**src/rtl/rv_bus_pkg.sv**
```systemverilog
// Shared definitions for the core's Wishbone bus bridges (data and instruction side):
// FSM state encoding, default error data, bus width constants and timeout sizing.
package rv_bus_pkg;

  typedef enum logic {
    ST_IDLE = 1'b0,
    ST_BUS  = 1'b1
  } bus_state_e;

  localparam int WB_ADR_W = 32;
  localparam int WB_SEL_W = 4;
  localparam int WB_DAT_W = 32;

  localparam logic [WB_DAT_W-1:0] ERR_DATA_DEFAULT = 32'hDEAD_BEEF;

  // Narrowest supported watchdog width (8 or 16 bits) that can hold the limit.
  function automatic int timeout_width(input int cycles);
    return (cycles > 255) ? 16 : 8;
  endfunction

endpackage

```
**src/rtl/rv_bus_timeout.sv**
```systemverilog
// Clear/enable/limit watchdog counter; expire is high in the cycle whose count
// increment would reach the limit, so the bus cycle ends after exactly `limit` cycles.
module rv_bus_timeout #(
  parameter int WIDTH = 8
) (
  input  logic             clk,
  input  logic             rst,
  input  logic             clear,
  input  logic             enable,
  input  logic [WIDTH-1:0] limit,
  output logic             expire
);

  logic [WIDTH-1:0] count_q;

  always_ff @(posedge clk) begin
    if (rst || clear) begin
      count_q <= '0;
    end else if (enable) begin
      count_q <= count_q + WIDTH'(1);
    end
  end

  assign expire = enable && (count_q == (limit - WIDTH'(1)));

endmodule

```
**src/rtl/rv_dmem_wb_bridge.sv**
```systemverilog
// Data-memory responder that turns one core load/store into one Wishbone classic cycle.
// Optional bus watchdog enabled by defining RV_DMEM_WB_TIMEOUT_EN.
module rv_dmem_wb_bridge
  import rv_bus_pkg::*;
#(
  parameter int                   g_timeout_cycles = 255,
  parameter logic [WB_DAT_W-1:0]  g_err_data       = ERR_DATA_DEFAULT
) (
  input  logic                clk_i,
  input  logic                rst_i,
  input  logic [WB_ADR_W-1:0] dm_addr_i,
  input  logic [WB_DAT_W-1:0] dm_data_s_i,
  input  logic [WB_SEL_W-1:0] dm_data_select_i,
  input  logic                dm_load_i,
  input  logic                dm_store_i,
  output logic                dm_ready_o,
  output logic [WB_DAT_W-1:0] dm_data_l_o,
  output logic                dm_load_done_o,
  output logic                dm_store_done_o,
  output logic                dm_bus_err_o,
  output logic                wb_cyc_o,
  output logic                wb_stb_o,
  output logic                wb_we_o,
  output logic [WB_SEL_W-1:0] wb_sel_o,
  output logic [WB_ADR_W-1:0] wb_adr_o,
  output logic [WB_DAT_W-1:0] wb_dat_o,
  input  logic [WB_DAT_W-1:0] wb_dat_i,
  input  logic                wb_ack_i,
  input  logic                wb_err_i
);

  bus_state_e state_q, state_d;
  logic       accept;
  logic       finish_ok;
  logic       finish_err;
  logic       timeout_hit;
  logic       unused_ok;

  if (g_timeout_cycles < 1 || g_timeout_cycles > 65535) begin : g_bad_timeout
    $error("rv_dmem_wb_bridge: g_timeout_cycles must be in 1..65535");
  end

  // Byte offset is carried by the lane selects; the bus only sees word addresses.
  assign unused_ok = ^dm_addr_i[1:0];

  always_ff @(posedge clk_i) begin
    if (rst_i) begin
      state_q <= ST_IDLE;
    end else begin
      state_q <= state_d;
    end
  end

  always_comb begin
    state_d    = state_q;
    accept     = 1'b0;
    finish_ok  = 1'b0;
    finish_err = 1'b0;
    case (state_q)
      ST_IDLE: begin
        if (dm_load_i || dm_store_i) begin
          accept  = 1'b1;
          state_d = ST_BUS;
        end
      end
      ST_BUS: begin
        // Error (or watchdog) outranks ack when both land in the same cycle.
        if (wb_err_i || timeout_hit) begin
          finish_err = 1'b1;
          state_d    = ST_IDLE;
        end else if (wb_ack_i) begin
          finish_ok = 1'b1;
          state_d   = ST_IDLE;
        end
      end
      default: begin
        state_d = ST_IDLE;
      end
    endcase
  end

`ifdef RV_DMEM_WB_TIMEOUT_EN
  localparam int TO_W = timeout_width(g_timeout_cycles);

  rv_bus_timeout #(
    .WIDTH (TO_W)
  ) u_timeout (
    .clk    (clk_i),
    .rst    (rst_i),
    .clear  (accept),
    .enable ((state_q == ST_BUS) && !wb_ack_i && !wb_err_i),
    .limit  (TO_W'(g_timeout_cycles)),
    .expire (timeout_hit)
  );
`else
  assign timeout_hit = 1'b0;
`endif

  // Store wins over load when both strobes arrive together.
  always_ff @(posedge clk_i) begin
    if (rst_i) begin
      wb_cyc_o        <= 1'b0;
      wb_stb_o        <= 1'b0;
      wb_we_o         <= 1'b0;
      wb_sel_o        <= '0;
      wb_adr_o        <= '0;
      wb_dat_o        <= '0;
      dm_data_l_o     <= '0;
      dm_load_done_o  <= 1'b0;
      dm_store_done_o <= 1'b0;
      dm_bus_err_o    <= 1'b0;
    end else begin
      dm_load_done_o  <= 1'b0;
      dm_store_done_o <= 1'b0;
      dm_bus_err_o    <= 1'b0;
      if (accept) begin
        wb_adr_o <= {dm_addr_i[WB_ADR_W-1:2], 2'b00};
        wb_sel_o <= dm_data_select_i;
        wb_dat_o <= dm_data_s_i;
        wb_we_o  <= dm_store_i;
        wb_cyc_o <= 1'b1;
        wb_stb_o <= 1'b1;
      end else if (finish_ok || finish_err) begin
        wb_cyc_o     <= 1'b0;
        wb_stb_o     <= 1'b0;
        dm_bus_err_o <= finish_err;
        if (wb_we_o) begin
          dm_store_done_o <= 1'b1;
        end else begin
          dm_load_done_o <= 1'b1;
          dm_data_l_o    <= finish_err ? g_err_data : wb_dat_i;
        end
      end
    end
  end

  assign dm_ready_o = (state_q == ST_IDLE);

`ifndef SYNTHESIS
  always @(posedge clk_i) begin
    if (!rst_i) begin
      assert (!(dm_load_i && dm_store_i))
        else $error("rv_dmem_wb_bridge: load and store requested together");
      assert (dm_ready_o || !(dm_load_i || dm_store_i))
        else $error("rv_dmem_wb_bridge: request while not ready");
    end
  end
`endif

endmodule

```
**config.mk**
```make
export PLATFORM = sky130hd
export DESIGN_NAME = rv_dmem_wb_bridge
export DESIGN_NICKNAME = d
export VERILOG_FILES = /design/src/rtl/rv_bus_pkg.sv /design/src/rtl/rv_bus_timeout.sv /design/src/rtl/rv_dmem_wb_bridge.sv
export SDC_FILE = /design/constraint.sdc
export NUM_CORES = 1
export LEC_CHECK = 0
export ABC_CLOCK_PERIOD_IN_PS = 1200
export BUFFER_PORTS_ARGS = -buffer_cell sky130_fd_sc_hd__clkbuf_2
export CELL_PAD_IN_SITES_DETAIL_PLACEMENT = 1
export CELL_PAD_IN_SITES_GLOBAL_PLACEMENT = 1
export CORE_ASPECT_RATIO = 1.75
export CORE_MARGIN = 5
export CORE_UTILIZATION = 27
export CTS_CLUSTER_SIZE = 24
export DETAILED_ROUTE_END_ITERATION = 6
export HOLD_SLACK_MARGIN = 0.02
export PLACE_DENSITY = 0.85
export SYNTH_ARGS = -nofsm -noshare
export SYNTH_HDL_FRONTEND = slang
export SYNTH_SLANG_ARGS = --single-unit
```
**constraint.sdc**
```tcl
create_clock -name clk_i -period 1.2 [get_ports clk_i]
set_input_delay 0.18 -clock clk_i [delete_from_list [all_inputs] [get_ports clk_i]]
set_output_delay 0.18 -clock clk_i [all_outputs]
set_load 0.05 [all_outputs]
```
==> flow_summary.toml <==
[clock_network]
cts.sinks = 104
cts_inserted_buffers = 9
tritoncts = "built"
cts-root-buf = "clkbuf_16"
cts.clk_slew.worst_paths_ns = 0.07
cts.path.max_buffers = 2
hold_buffers = 0
clock_latency_ns = 0.34
htree_num_levels = 3

[hold_path]
hold_path_class = "in2reg"

[global_route]
track_usage_pct = 15.8
grt_pass1_vias = 4130
antenna_found_initial = 0
grt-ovfl-total = 0
grt_first_pass_wirelength_um = 21100
grt_start_max_net_pins = 45

[power]
clkPwrFrac_pct = 32.9
intPower_mw = 6.19
p_seq_share_pct = 41.0
p_total_mw = 9.39
switching_share_pct = 34.1
switchingPower_mw = 3.20
pwr-share-comb_pct = 26.1
p_per_area_nw_per_um2 = 1630
p_leak_nw = 2.66
peakVddDrop_uv = 815

[routing]
via_count = 3953
drt.antenna.violating_nets = 0
drt-total-wl_um = 13800
vias_per_cell = 4.61
firstDrtPassIters = 4
drtIter0Drc = 91
drc = 0
wl_per_cell_um = 16.0

[synthesis]
ys.warnings.count = 0
ys_seq_elements = 104
synth.area.top_cells = "dfxtp_1 (55%), nand2_1 (14%), a21oi_1 (8.8%)"
synth_top_area_share_pct = 54.6
ys_types = 24
ys_seq_area_share_pct = 54.6
synth.most_common_cell = "nand2_1"
async_reset_ff_share_pct = 0
synthTopCellsByCount = "nand2_1 (141), dfxtp_1 (104), a21oi_1 (67), inv_1 (25)"
synth_top_cell_by_area = "dfxtp_1"
synth_area_um2 = 3820
syn_inst = 467
ys_dominant_reg_cell = "dfxtp_1"
synth_edf_count = 0
synth.avg_cell_area_um2 = 8.17

[placed_design]
place_congestion = 0.764
dp_hpwl_um = 10000
dpl-instance-area_um2 = 5140
port_buffers = 208
dpl_worst_slack_ns = -0.0396

[critical_path]
critPathMaxFanout = 5
cp-start-kind = "flip-flop"
worst-setup-path-type = "reg2reg"
crit_path_end_kind = "flip-flop"
required_ns = 1.42
arrival_ns = 1.41

[die]
die_h_um = 167
start_util_pct = 27.4
core_area_um2 = 13900
ios = 213
die_w_um = 99.9
rows = 57
die_area_um2 = 16700

[finish]
n_fill_cell = 1744
final_core_util_pct = 41.5
final_net_count = 782
diodes = 0
finalInstanceArea_um2 = 5770
areaGrowthSynthToFinish_pct = 51.1
layout-drive-gt1-share_pct = 40.5

[sta]
rsz0062_at_grt = "yes"
setup_ws_ns = 0.0134
max_freq_mhz = 843
min_period_ns = 1.19
hold_slack_ns = 0.0528
drv_slew = 0
fin_crit_sh_pct = 98.9
finalHoldViolations = 0
finClkSkew_ns = 0.00753
setup_viol = 0

[run]
maxCapViolCount = 0

[outcome]
status = "completed"
[layer usage]
| layer | vias up | wire, um | track usage, % |
|---|---|---|---|
| met4 | 0 | 257 | 4.99 |
| met5 | - | 0 | 0 |
| li1 | 1947 | - | - |
| met1 | 1851 | 4930 | 16.2 |
| met3 | 20 | 850 | 4.20 |
| met2 | 135 | 7730 | 30.2 |
[metrics by stage]
stage	TNS, ns	cells
floorplan	-0.00175	468
finish	0	858
detailed placement	-0.317	831
global route	-0.925	858
CTS	-0.0502	850
global placement	0	831
[worst max-delay path, stage by stage (launching register included)]
cell	delay, ns
dfxtp_4	0.36
o21ba_4	0.26
buf_12	0.13
buf_6	0.09
mux2i_1	0.17
nor2_1	0.05
[flip-flops by register name, summed over array words and instances (netlist names)]
name and flops:
wb_stb_o 1, dm_data_l_o 32, dm_load_done_o 1, wb_sel_o 4, state_q 1, dm_store_done_o 1, wb_adr_o 30, wb_dat_o 32
wb_we_o 1, dm_bus_err_o 1
[what timing repair did]
| action | CTS | global route |
|---|---|---|
| endpoints found under the setup margin | 48 | 75 |
| endpoints found under the hold margin | 0 | 0 |
| cloned | 1 | 4 |
| resized for setup | 15 | 33 |
| pin swaps | 0 | 1 |
| setup buffers | 2 | 4 |
[power groups by stage]
stage / combinational (mW) / clock [mW] / sequential, mW
after floorplan: 0.646 / 0 / 4.83
after global placement: 2.22 / 0 / 3.92
after detailed placement: 2.26 / 0 / 3.93
after CTS: 2.33 / 3.19 / 3.86
after global routing: 2.61 / 3.33 / 3.88
final: 2.45 / 3.08 / 3.85
[logic make-up after synthesis]
| logic type | share of synthesized area [%] |
|---|---|
| and+or+nand+nor | 20.3 |
| AOI/OAI and AO/OA | 16.5 |
| DFF | 54.6 |
| buffers and inverters | 8.33 |
| muxes | 0.262 |
| other | 0.0983 |
[placed cells by master (no fill, tap or decap)]
master	count
a211oi_1	17
a211oi_2	7
a21oi_1	63
a21oi_2	4
buf_12	9
buf_16	1
buf_2	12
buf_4	17
buf_6	3
buf_8	2
bufinv_16	1
clkbuf_16	14
clkbuf_2	190
clkbuf_4	1
clkbuf_8	1
clkinv_4	1
clkinvlp_4	1
conb_1	2
dfxtp_1	102
dfxtp_4	2
inv_1	24
inv_4	1
inv_6	2
inv_8	1
mux2i_1	1
nand2_1	140
nand2_2	1
nand2b_4	1
nor2_1	4
nor2b_1	8
nor3_1	3
nor3b_1	1
nor4_1	23
nor4_2	1
o21a_1	1
o21ai_0	8
o21ai_1	8
o21ai_2	1
o21ba_4	1
o21bai_4	1
[final cells by class]
type | instances | area, um2 | area share, %
flip-flops and latches | 104 | 2090 | 36.2
clock inverters | 6 | 75.1 | 1.30
inverters | 25 | 96.3 | 1.67
well taps | 177 | 221 | 3.84
multi-input cells | 296 | 1500 | 26.1
clock buffers | 10 | 239 | 4.14
repair buffers | 240 | 1540 | 26.7
[path summary, 6_finish.rpt]
kind,slack (ns),depth (start not counted),from,end
setup reg to reg,0.01,5,state_q,wb_we_o
setup / recovery,0.01,5,state_q,wb_we_o
hold reg to reg,0.46,2,wb_adr_o[6],wb_adr_o[6]
hold / removal,0.05,3,wb_dat_i[17],dm_data_l_o[17]
Note: power is estimated with default switching activity, not from simulation.
